$ cat src/rtl/adc_sample_sequencer.sv
// Sample-period scheduler: converts X then Y on one shared ADC and publishes each coherent pair.
// Optional build macro SAMPLE_SEQ_FRAME_CNT_EN adds frame_count and drop_count diagnostics.
`timescale 1ns/1ps
module adc_sample_sequencer #(
  parameter int DW      = 16,
  parameter int CLK_DIV = 1000,
  parameter int TIMEOUT = 255
) (
  input  logic          clk,
  input  logic          rst,
  input  logic          en,
  output logic          adc_start,
  output logic          adc_chan,
  input  logic          adc_done,
  input  logic [DW-1:0] adc_data,
  output logic [DW-1:0] xant_sample,
  output logic [DW-1:0] yant_sample,
  output logic          sample_strobe,
  output logic          osc_next,
  input  logic          err_clr,
  output logic          overrun,
  output logic          timeout_err
`ifdef SAMPLE_SEQ_FRAME_CNT_EN
  ,
  output logic [15:0]   frame_count,
  output logic [7:0]    drop_count
`endif
);

  localparam int CNT_W = (CLK_DIV > 1) ? $clog2(CLK_DIV) : 1;
  localparam int WD_W  = (TIMEOUT > 1) ? $clog2(TIMEOUT) : 1;
  localparam logic [CNT_W-1:0] CNT_LAST = CNT_W'(CLK_DIV - 1);
  localparam logic [WD_W-1:0]  WD_LAST  = WD_W'(TIMEOUT - 1);

  localparam logic [1:0] S_IDLE    = 2'd0;
  localparam logic [1:0] S_WAIT_X  = 2'd1;
  localparam logic [1:0] S_WAIT_Y  = 2'd2;
  localparam logic [1:0] S_PUBLISH = 2'd3;

  logic [1:0]       state;
  logic [CNT_W-1:0] period_cnt;
  logic [WD_W-1:0]  wd_cnt;
  logic [DW-1:0]    x_hold;
  logic             tick;
  logic             done_ok;
  logic             waiting;
  logic             wd_expired;
  logic             tick_drop;

  // A done pulse coinciding with our own start request belongs to no conversion.
  assign tick       = en && (period_cnt == CNT_LAST);
  assign done_ok    = adc_done && !adc_start;
  assign waiting    = (state == S_WAIT_X) || (state == S_WAIT_Y);
  assign wd_expired = waiting && !done_ok && (wd_cnt == WD_LAST);
  assign tick_drop  = tick && (state != S_IDLE);

  always_ff @(posedge clk) begin
    if (rst || !en) begin
      period_cnt <= '0;
    end else if (tick) begin
      period_cnt <= '0;
    end else begin
      period_cnt <= period_cnt + CNT_W'(1);
    end
  end

  always_ff @(posedge clk) begin
    if (rst) begin
      state         <= S_IDLE;
      wd_cnt        <= '0;
      x_hold        <= '0;
      adc_start     <= 1'b0;
      adc_chan      <= 1'b0;
      xant_sample   <= '0;
      yant_sample   <= '0;
      sample_strobe <= 1'b0;
      osc_next      <= 1'b0;
      overrun       <= 1'b0;
      timeout_err   <= 1'b0;
    end else begin
      adc_start     <= 1'b0;
      adc_chan      <= 1'b0;
      sample_strobe <= 1'b0;
      osc_next      <= 1'b0;

      // Set conditions are written after the clear so they win in the same cycle.
      if (err_clr) begin
        overrun     <= 1'b0;
        timeout_err <= 1'b0;
      end
      if (tick_drop) overrun <= 1'b1;
      if (wd_expired) timeout_err <= 1'b1;

      case (state)
        S_IDLE: begin
          if (tick) begin
            adc_start <= 1'b1;
            wd_cnt    <= '0;
            state     <= S_WAIT_X;
          end
        end
        S_WAIT_X: begin
          if (done_ok) begin
            x_hold    <= adc_data;
            adc_start <= 1'b1;
            adc_chan  <= 1'b1;
            wd_cnt    <= '0;
            state     <= S_WAIT_Y;
          end else if (wd_expired) begin
            state <= S_IDLE;
          end else begin
            wd_cnt <= wd_cnt + WD_W'(1);
          end
        end
        S_WAIT_Y: begin
          if (done_ok) begin
            xant_sample   <= x_hold;
            yant_sample   <= adc_data;
            sample_strobe <= 1'b1;
            osc_next      <= 1'b1;
            state         <= S_PUBLISH;
          end else if (wd_expired) begin
            state <= S_IDLE;
          end else begin
            wd_cnt <= wd_cnt + WD_W'(1);
          end
        end
        S_PUBLISH: state <= S_IDLE;
        default:   state <= S_IDLE;
      endcase
    end
  end

`ifdef SAMPLE_SEQ_FRAME_CNT_EN
  function automatic logic [7:0] sat_add8(input logic [7:0] a, input logic [1:0] n);
    logic [8:0] s;
    s = {1'b0, a} + {7'b0, n};
    return s[8] ? 8'hFF : s[7:0];
  endfunction

  logic       pub_now;
  logic [1:0] drop_events;
  logic [7:0] drop_base;

  // A dropped tick and a timeout can land in the same cycle; both are counted.
  assign pub_now     = (state == S_WAIT_Y) && done_ok;
  assign drop_events = {1'b0, tick_drop} + {1'b0, wd_expired};
  assign drop_base   = err_clr ? 8'h00 : drop_count;

  always_ff @(posedge clk) begin
    if (rst) begin
      frame_count <= '0;
      drop_count  <= '0;
    end else begin
      if (pub_now) frame_count <= frame_count + 16'd1;
      drop_count <= sat_add8(drop_base, drop_events);
    end
  end
`endif

endmodule

$ cat config.mk
export PLATFORM = sky130hd
export DESIGN_NAME = adc_sample_sequencer
export DESIGN_NICKNAME = d
export VERILOG_FILES = /design/src/rtl/adc_sample_sequencer.sv
export SDC_FILE = /design/constraint.sdc
export NUM_CORES = 1
export LEC_CHECK = 0
export BUFFER_PORTS_ARGS = -buffer_cell sky130_fd_sc_hd__buf_2
export CORE_MARGIN = 1
export CORE_UTILIZATION = 31
export CTS_BUF_LIST = sky130_fd_sc_hd__clkbuf_2
export DETAILED_ROUTE_END_ITERATION = 8
export GPL_TIMING_DRIVEN = 0
export SLEW_MARGIN = 5
export SYNTH_ARGS = -nofsm -noshare
export SYNTH_HDL_FRONTEND = slang
export SYNTH_SLANG_ARGS = --single-unit
export TNS_END_PERCENT = 10
$ cat constraint.sdc
create_clock -name clk -period 3.7 [get_ports clk]
set_input_delay 0.185 -clock clk [delete_from_list [all_inputs] [get_ports clk]]
set_output_delay 0.185 -clock clk [all_outputs]
set_load 0.005 [all_outputs]
Yosys cells after proc, flatten, opt, wreduce, memory -nomap -nowiden
Cells that the tools add are included.
{"block": "word_totals", "register_bits": 73, "output_inout_bits": 38, "elab_cells": 59}
{"block": "op_classes", "n_addsub": 2, "n_eq_ne": 7, "mux": 16, "bitwise_logic": 2, "n_reduce_logical": 21}
{"cell": "$mux W8", "count": 4}
{"cell": "$pmux W8 S3", "count": 1}
{"cell": "$add A10 B1 Y10 const B", "count": 1}
{"cell": "$eq A10 B10 Y1 const B", "count": 1}
{"cell": "$add A8 B1 Y8 const B", "count": 1}
{"cell": "$eq A8 B8 Y1 const B", "count": 1}
{"cell": "$mux W2", "count": 4}
{"cell": "$pmux W2 S4", "count": 1}
{"cell": "$reduce_bool A2 Y1", "count": 3}
{"cell": "$reduce_or A2 Y1", "count": 3}
{"cell": "$logic_and A1 B1 Y1", "count": 5}
{"cell": "$mux W1", "count": 5}
{"cell": "$eq A2 B2 Y1 const B", "count": 2}
{"cell": "$ne A2 B2 Y1 const B", "count": 2}
{"cell": "$reduce_and A2 Y1", "count": 2}
{"cell": "$logic_not A1 Y1", "count": 3}
{"cell": "$reduce_and A3 Y1", "count": 1}
{"cell": "$reduce_bool A3 Y1", "count": 1}
{"cell": "$eq A2 B1 Y1 const B", "count": 1}
{"cell": "$logic_not A2 Y1", "count": 1}
{"cell": "$logic_or A1 B1 Y1", "count": 2}
{"cell": "$not A1 Y1", "count": 2}
{"cell": "$pmux W1 S2", "count": 1}

Logic depth before layout (Yosys ltp)
{"block": "logic_depth", "ltp_word": 8, "mapped_depth": 7}

Worst setup path after synthesis
OpenSTA, ideal clock, no wires.
{"block": "synth_timing", "path_type": "reg2reg", "start": "register period_cnt[0]", "end": "register wd_cnt[1]", "setup_time_ns": 0.067, "arrival_time_ns": 2.033, "required_ns": 3.633, "setup_slack_ns": 1.600, "stages_incl_launch_ff": 8, "synth_period_minus_slack_ns": 2.100, "cell_sequence": "dfxtp_1 > ha_1 > nand4b_1 > or4_4 > buf_6 > a211o_1 > or3_1 > a21oi_2"}
{"block": "synth_via", "elab_chain_cells": 4}
{"item": "start: declaration", "line_no": "41", "source": "logic [CNT_W-1:0] period_cnt;"}
{"item": "start signal: assignment", "line_no": "63", "source": "period_cnt <= period_cnt + CNT_W'(1);"}
{"item": "$eq A10 B10 Y1", "line_no": "51", "source": "assign tick = en && (period_cnt == CNT_LAST);"}
{"item": "$logic_and A1 B1 Y1", "line_no": "51"}
{"item": "$ne A2 B2 Y1 (no line)"}
{"item": "$reduce_and A3 Y1 (no line)"}
{"item": "end signal: assignment", "line_no": "112", "source": "wd_cnt <= wd_cnt + WD_W'(1);"}
{"item": "end signal: assignment", "line_no": "125", "source": "wd_cnt <= wd_cnt + WD_W'(1);"}
{"item": "end: declaration", "line_no": "42", "source": "logic [WD_W-1:0] wd_cnt;"}
No other way between the ends.
A chain may end at the register's enable or synchronous reset.

Worst setup path after layout
{"block": "layout_timing", "start": "register period_cnt[0]", "end": "register wd_cnt[4]"}
The elaborated chain is that of the path after synthesis.

==> results.yml <==
layout:
  mostFrequentLayoutCell: "nand2_1"
  regArea_sq_um: 1461
  layout-drive-gt1-share_pct: 18.43
  fin_util_pct: 40.68
  num-nets-final: 468
  final_cell_mix: "104 x nand2_1, 73 x dfxtp_1, 62 x a21oi_1"
  fillers: 939
  antennaDiodeCount: 0
  multi_input_area_sq_um: 1304
  synthToLayoutAreaGrowth_pct: 24.92
  instances_no_fill: 553
setup_path:
  worst_r2r_path_depth: 7
  reg2reg_slack_ps: 1410
  path_max_fanout: 8
  crit_family: "compound AO/OA/AOI/OAI gates"
  slowest_delay_ps: 420
  cp-startpoint: "period_cnt[0]"
  r2r_start: "period_cnt[0]"
  cp.buffers_inverters: 1
  timing.rr.end: "wd_cnt[4]"
  startpoint_type: "flip-flop"
  crit_arrival_ps: 2720
  timing_worst_setup_path_type: "flip-flop to flip-flop"
  slowest_stage: "dfxtp_1"
  critical_path.cell_chain: "ha_1 > nand4b_1 > or4_4 > buf_6 > a211oi_4 > o21ai_0 > a32o_1"
  required_ps: 4130
  crit_path_end_kind: "flip-flop"
global_routing:
  grt_overflow: 0
  grt_pass1_vias: 2424
  grt_pass1_wl_microns: 11330
  grt_max_degree: 15
  antenna_found_initial: 0
  track_usage_pct: 14.87
floorplanning:
  floorplan.initialDensity_pct: 32.57
  core_area_sq_um: 8848
  ios: 59
  rows: 34
  die_w_microns: 98.41
  die_h_microns: 98.41
  dieArea_sq_um: 9685
timing:
  rsz0062_at_grt: "false"
  max_freq_ghz: 0.4364
  fin_setup_tns_ps: 0
  finalHoldViolations: 0
  worst_pin_slew_ps: 581.1
  max-slew-margin-rel_pct: 61.26
  setup_violations: 0
  finalCritPeriodShare_pct: 61.93
  drv_slew: 0
  holdWs_ps: 100.1
  clock_skew_ps: 27.60
  period_minus_slack_ps: 2291
yosys:
  synth_enable_flop_cells: 0
  synth_nets: 382
  synth.ff_latch_count: 73
  syn-cell-area_sq_um: 2882
  ys.warnings.count: 0
  ys.flop_type: "dfxtp_1"
  synthArstFlopShare_pct: 0
  synth.distinct_cells: 34
  ys_seq_area_share_pct: 50.72
  syn_avg_cell_area_sq_um: 8.140
  synthCells: 354
job:
  maxCapViolations: 0
clock_network:
  cts_buffers: 9
  clock_latency_ps: 520
  clockBufferDepth: 2
  cts_tree: "yes"
  cts.htree.levels: 3
  root_buffer: "clkbuf_2"
  clk_pin_slew_ps: 210
  cts_resized: 0
  cts_sinks: 73
detailed_routing:
  wl_met1_microns: 3336
  first_iter_violations: 85
  drc: 0
  met3_length_microns: 261
  vias: 2609
  wl_met2_microns: 3225
  wl_per_cell_microns: 12.49
  postRouteAntennaNets: 0
  viasPerCell: 4.718
  first_pass_iters: 8
  top_layer_used: "met4"
  wl_microns: 6908
power_and_ir_drop:
  power_leakage_nw: 1.406
  power_density_nw_per_um2: 363.4
  vdd_drop_max_uv: 164.4
worst_hold_path:
  hold_path.class: "input pin to flip-flop"
  hold_path.startpoint: "rst"
  hold_depth: 3
  worst_hold_path.endpoint: "wd_cnt[6]"
status:
  status: "complete, no violations"
placement:
  place.gp.congestion: 0.8435
  port_buffers: 58
  dp_cells: 520
  place.detailed.hpwl_microns: 4888
## worst reg2reg max path, stage by stage, from the launching register on
cell and delay, ps:
dfxtp_1 420, ha_1 280, nand4b_1 120, or4_4 420, buf_6 150, a211oi_4 390
o21ai_0 170, a32o_1 280
## how the worst max path moves through the flow
stage                end  cells past startpoint
3_3_place_gp   wd_cnt[0]                      7
2_1_floorplan  wd_cnt[1]                      7
6_report       wd_cnt[4]                      7
5_1_grt        wd_cnt[0]                      7
3_5_place_dp   wd_cnt[4]                      7
4_1_cts        wd_cnt[4]                      7
## Yosys cell counts, types with 2 or more instances
cell / instances / area share [%]
nand2_1: 104 / 14
dfxtp_1: 73 / 51
a21oi_1: 62 / 11
nor2_1: 19 / 2.5
clkbuf_1: 16 / 2.1
nand3_1: 9 / 1.6
inv_1: 8 / 1.0
ha_1: 7 / 3.0
o21ai_0: 7 / 1.2
or3_1: 5 / 1.1
xor2_1: 5 / 1.5
a32o_1: 4 / 1.4
and3_1: 4 / 0.87
and2_1: 3 / 0.65
a211o_1: 2 / 0.61
a211oi_1: 2 / 0.52
a31o_2: 2 / 0.61
and4_1: 2 / 0.61
buf_1: 2 / 0.26
nand2b_1: 2 / 0.43
nand4_1: 2 / 0.43
nor3_1: 2 / 0.35
## metal layers
layer	GRT usage, %	vias up
li1	-	1359
met1	18.46	1188
met2	24.86	53
met3	3.901	9
met4	5.511	0
met5	0	-
## power breakdown
group | internal (mW) | total, mW | switching, mW
clock | 0.162 | 0.468 | 0.306
combinational | 0.0232 | 0.0505 | 0.0273
sequential | 0.789 | 0.790 | 0.000979
## cell families after synthesis
logic type                 synth area share [%]
adders and majority gates                 3.039
DFF                                       50.72
buffers and inverters                     4.039
xor gates and xnor gates                  1.824
and+or+nand+nor                           24.27
AOI/OAI and AO/OA                         16.11
## registers in the layout, summed over array words and instances (netlist names), 2 cells and up
| name | cells |
|---|---|
| yant_sample | 16 |
| state | 2 |
| period_cnt | 10 |
| xant_sample | 16 |
| x_hold | 16 |
| wd_cnt | 8 |
## what timing repair did
item,4_1_cts,5_1_grt
hold buffers,17,0
endpoints found under the hold margin,34,0
buffers inserted,0,0
## stage by stage
stage                     worst slack, ps  power, mW  cell area [sq um]
after detailed placement             1439     0.8424               3307
after global routing                 1278      1.359               3600
after CTS                            1392      1.324               3600
final                                1409      1.308               3600
after floorplan                      1600     0.8206               2882
after global placement               1454     0.8423               3307
## area by class of cell
| class | count | area share [%] |
|---|---|---|
| clock inverters | 7 | 2.155 |
| inverters | 8 | 0.8342 |
| plain buffers | 20 | 2.398 |
| flip-flops and latches | 73 | 40.60 |
| clock buffers | 9 | 1.251 |
| well taps | 108 | 3.754 |
| multi-input cells | 253 | 36.22 |
| repair buffers | 75 | 12.79 |
Note: power is estimated with default switching activity, not from simulation.
